### src/rtl/esm_pkg.sv
// rtl/esm_pkg.sv - shared sizes and slot types for the ESM issue scheduler
package esm_pkg;
  localparam int unsigned bs_default = 16;
  localparam int unsigned iw_default = $clog2(bs_default);

  typedef logic [0:bs_default-1] slot_vec_t;
  typedef logic [iw_default-1:0] slot_idx_t;
endpackage

### src/rtl/esm_rr_picker.sv
// rtl/esm_rr_picker.sv - first set bit at or after start, wrapping modulo n
module esm_rr_picker #(
  parameter int n = 16,
  parameter int w = $clog2(n)
) (
  input  logic [0:n-1] req,
  input  logic [w-1:0] start,
  output logic         any,
  output logic [w-1:0] index
);

  logic [w-1:0] probe;

  // n is a power of two, so the index adder wraps naturally
  always_comb begin
    any   = 1'b0;
    index = '0;
    probe = '0;
    for (int k = 0; k < n; k++) begin
      probe = start + w'(k);
      if (!any && req[probe]) begin
        any   = 1'b1;
        index = probe;
      end
    end
  end

endmodule

### src/rtl/esm_issue_scheduler.sv
// rtl/esm_issue_scheduler.sv - slot allocation and round-robin issue for the ESM instruction buffer
module esm_issue_scheduler
  import esm_pkg::*;
#(
  parameter int bs = bs_default,
  parameter int IW = $clog2(bs)
) (
  input  logic          clk,
  input  logic          rst,
  input  logic          alloc_req,
  output logic          alloc_gnt,
  output logic [IW-1:0] alloc_index,
  output logic [0:bs-1] valid_entries,
  input  logic [0:bs-1] independent_instr,
  output logic          issue_valid,
  output logic [IW-1:0] issue_index,
  input  logic          issue_ready,
  input  logic          complete_valid,
  input  logic [IW-1:0] complete_index,
  input  logic          flush,
  output logic [IW:0]   count,
  output logic          full,
  output logic          empty,
  output logic          err
);

  localparam logic [IW:0] full_count = (IW+1)'(bs);

  logic [0:bs-1] valid, issued, valid_n, issued_n, cand;
  logic [IW-1:0] rr_ptr, free_idx, sel;
  logic          free_any, cand_any, load, comp_ok;
  logic [IW:0]   count_n;

  esm_rr_picker #(.n(bs), .w(IW)) u_free_pick (
    .req   (~valid),
    .start ('0),
    .any   (free_any),
    .index (free_idx)
  );

  esm_rr_picker #(.n(bs), .w(IW)) u_issue_pick (
    .req   (cand),
    .start (rr_ptr),
    .any   (cand_any),
    .index (sel)
  );

  // valid is still clear for a slot being granted, so it cannot be a candidate yet
  assign cand          = valid & ~issued & independent_instr;
  assign alloc_gnt     = alloc_req & ~full & free_any & ~flush;
  assign alloc_index   = (alloc_req & ~full & free_any) ? free_idx : '0;
  assign valid_entries = valid;
  assign load          = ~issue_valid | issue_ready;

  // the slot still waiting in the issue register has not been handed over yet
  assign comp_ok = complete_valid & valid[complete_index] & issued[complete_index]
                 & ~(issue_valid & (issue_index == complete_index));

  always_comb begin
    valid_n  = valid;
    issued_n = issued;
    if (alloc_gnt) valid_n[alloc_index] = 1'b1;
    if (comp_ok) begin
      valid_n[complete_index]  = 1'b0;
      issued_n[complete_index] = 1'b0;
    end
    if (load && cand_any) issued_n[sel] = 1'b1;
    count_n = count + (IW+1)'(alloc_gnt) - (IW+1)'(comp_ok);
  end

  always_ff @(posedge clk or posedge rst) begin
    if (rst) begin
      valid       <= '0;
      issued      <= '0;
      rr_ptr      <= '0;
      issue_valid <= 1'b0;
      issue_index <= '0;
      err         <= 1'b0;
      count       <= '0;
      full        <= 1'b0;
      empty       <= 1'b1;
    end else if (flush) begin
      valid       <= '0;
      issued      <= '0;
      rr_ptr      <= '0;
      issue_valid <= 1'b0;
      count       <= '0;
      full        <= 1'b0;
      empty       <= 1'b1;
    end else begin
      valid  <= valid_n;
      issued <= issued_n;
      count  <= count_n;
      full   <= (count_n == full_count);
      empty  <= (count_n == '0);
      if (complete_valid && !comp_ok) err <= 1'b1;
      if (load) begin
        issue_valid <= cand_any;
        if (cand_any) begin
          issue_index <= sel;
          rr_ptr      <= sel + 1'b1;
        end
      end
    end
  end

endmodule

### config.mk
export PLATFORM = sky130hd
export DESIGN_NAME = esm_issue_scheduler
export DESIGN_NICKNAME = d
export VERILOG_FILES = /design/src/rtl/esm_pkg.sv /design/src/rtl/esm_rr_picker.sv /design/src/rtl/esm_issue_scheduler.sv
export SDC_FILE = /design/constraint.sdc
export NUM_CORES = 1
export LEC_CHECK = 0
export ABC_CLOCK_PERIOD_IN_PS = 8900
export CORE_MARGIN = 5
export CORE_UTILIZATION = 36
export DETAILED_ROUTE_END_ITERATION = 16
export REMOVE_ABC_BUFFERS = 1
export SYNTH_ARGS = -nofsm -noshare
export SYNTH_HDL_FRONTEND = slang
export SYNTH_SLANG_ARGS = --single-unit
### constraint.sdc
create_clock -name clk -period 8.9 [get_ports clk]
set_input_delay 1.78 -clock clk [delete_from_list [all_inputs] [get_ports clk]]
set_output_delay 1.78 -clock clk [all_outputs]
set_load 0.01 [all_outputs]
==> results.cfg <==
[run_status]
status = completed

[detailed_routing]
drt_iter0_drc = 772
wl_met1_mm = 8.64
drtAntennaViolNets = 0
top_layer = met4
vias_per_cell = 6.60
drc = 0
dr.pass1.iters = 6
wl_per_cell_um = 22.6
route.met3.wl_mm = 1.78
routed_wirelength_mm = 19.8
vias = 5794
wl_met2_mm = 9.03

[global_route]
grt.total_usage = 0.220
grt_pass1_vias = 5564
antenna_found_initial = 0
grt-ovfl-total = 0
grt_pass1_wl_mm = 31.8
grt_start_max_net_pins = 50

[finish]
final_common_cell = clkdlybuf4s50_1
synthToLayoutAreaGrowth_pct = 15.5
diodes = 0
final_cell_mix = clkdlybuf4s50_1, nand2_1, a21oi_1, dfrtp_1, nor2_1
final_core_util = 0.421
final_net_count = 732
layout-drive-gt1-share = 0.0826

[cts]
cts_buffers = 5
cts_buffer_depth = 2
clockRootBuffer = clkbuf_16
ctsHoldBuffers = 0
cts_tree = done
cts.sinks = 49
cts.htree.levels = 2
cts_resized = 0
clkSlewWorstSetupHoldPaths_ns = 0.07
insertion_delay_ns = 0.30
cts_setup_buffers = 0

[timing]
fmax_ghz = 0.174
setup-tns-final_ns = 0
maxSlewViolCount = 0
setup_viol = 0
skew_ns = 0.00943
slew_headroom = 0.280
hold_violations = 0
post-route-period-util = 0.645
rsz0062_at_grt = false
worst_pin_slew_ns = 1.08
period_minus_slack_ns = 5.74

[logic_synthesis]
yosysTopAreaCell = dfrtp_1
synth_seq_cells = 49
synth_area_per_cell_um2 = 8.34
yosys_warnings = 0
synth_area_leaders = dfrtp_1, mux4_2, a21oi_1
async_reset_ff_frac = 1.00
syn-cell-area_um2 = 5470
synth_ff_type = dfrtp_1
ys_types = 77
syn_inst = 656
synth.top_cell.area_share = 0.219
synth_edf_count = 0
seq_area_frac_synth = 0.224

[floorplanning]
io_pins = 60
die_area_um2 = 17800
die_w_um = 133
fp.dieH_um = 133
initial_core_util = 0.364
fp-row-count = 45
design.core.area_um2 = 15000

[min_path]
worstHoldPathType = reg2reg

[power]
pwr_density_cell_nw_per_um2 = 343
ir_worst_vdd_uv = 147
p_leak_nw = 2.39

[job]
drv_cap = 0

[placement]
hpwl_mm = 14.7
globalplace.congestion = 1.03
portBuffers = 59

[worst_setup_path]
rrSetupSlack_ns = 3.49
worstSetupEndpointType = register
path_cells = clkdlybuf4s50_1, or4bb_1, and2_1, mux4_2, mux2i_1, or4_4, nor2_1, a211o_1, o21ai_1, inv_1, ha_1, and2_1, a32oi_1, nor2_1
crit_type = in2reg
cp_slowest_stage_delay_ns = 0.56
cp-start-kind = input pin
cp.arrival_ns = 5.90
critPathRequiredTime_ns = 9.07
cp_max_fo = 8
critPathSlowestCell = or4bb_1
==> worst max-delay path, delay by kind of cell <==
family          cells  cell delay (ns)
fa+ha+maj           1             0.24
simple gates        6             1.34
mux                 2             1.00
buf+inv             2             0.68
compound gates      3             0.84
==> synth_stat cells, types with 10 or more instances <==
cell      number
nand2_1       58
a21oi_1       50
dfrtp_1       48
nor2_1        47
clkbuf_1      27
nor2b_1       26
inv_1         25
nand3_1       24
o21ai_0       21
mux4_2        18
nand4b_1      18
ha_1          16
nand4_1       16
a211oi_1      15
a31oi_1       15
mux2i_1       15
and3b_1       12
xnor2_1       12
nand3b_1      11
mux2_2        10
xor2_1        10
==> metrics by stage <==
stage                     setup slack (ns)  cell area [um^2]  hold slack, ns  total power, mW  std cells
after floorplan                       3.73              5270           0.492             1.44        614
after global placement                3.06              6170           0.464             1.90        870
after detailed placement              2.96              6170           0.468             1.92        870
after CTS                             3.28              6320           0.495             2.13        878
after global routing                  2.91              6320           0.512             2.31        878
final                                 3.16              6320           0.486             2.17        878
==> worst paths after layout <==
| path | endpoint | startpoint | cells past startpoint |
|---|---|---|---|
| max in group asynchronous | issued[2]$_DFF_PP0_ | rst | 2 |
| min | err$_DFFE_PP0P_ | err$_DFFE_PP0P_ | 1 |
| max reg2reg | issued[8]$_DFF_PP0_ | rr_ptr[0]$_DFFE_PP0P_ | 13 |
| max | issued[13]$_DFF_PP0_ | independent_instr[6] | 14 |
| min in group asynchronous | issue_index[3]$_DFFE_PP0P_ | rst | 2 |
| min reg2reg | err$_DFFE_PP0P_ | err$_DFFE_PP0P_ | 1 |
==> sequential cells by signal, indices dropped and copies added, names as in the netlist <==
signal,count
rr_ptr,4
issued,16
full,1
issue_valid,1
count,5
valid_entries,16
err,1
empty,1
issue_index,4
==> final cells by class <==
type,count,area [um^2]
tap,188,235
clock buffer,6,139
sequential,49,1230
multi-input combinational,539,3950
fill,1477,8710
clock inverter,2,17.5
inverter,26,97.6
timing repair buffer,68,658
==> where the power goes <==
group / switching [mW] / total, mW / leakage [nW] / internal, mW
Combinational: 1.00 / 1.63 / 1.66 / 0.624
Clock: 0.0910 / 0.205 / 0.0775 / 0.114
Sequential: 0.0559 / 0.337 / 0.657 / 0.281
Total: 1.15 / 2.17 / 2.39 / 1.02
==> routing by layer <==
| metal | vias up | GRT usage |
|---|---|---|
| met3 | 36 | 0.0283 |
| met4 | 0 | 0.0480 |
| met5 | - | 0 |
| met2 | 368 | 0.348 |
| met1 | 2814 | 0.323 |
| li1 | 2576 | - |
==> cells by family (layout without fill, tap and decap cells) <==
logic type | count (synthesis) | in the layout | synth area share
AO/OA/AOI/OAI | 186 | 186 | 0.233
multiplexers | 44 | 44 | 0.125
buffers and inverters | 68 | 102 | 0.0542
flip-flops | 49 | 49 | 0.224
adder cells (fa/ha/maj) | 17 | 17 | 0.0402
AND/OR/NAND/NOR | 270 | 270 | 0.289
XOR/XNOR | 22 | 22 | 0.0352
Power figures use the tool's default switching activity.
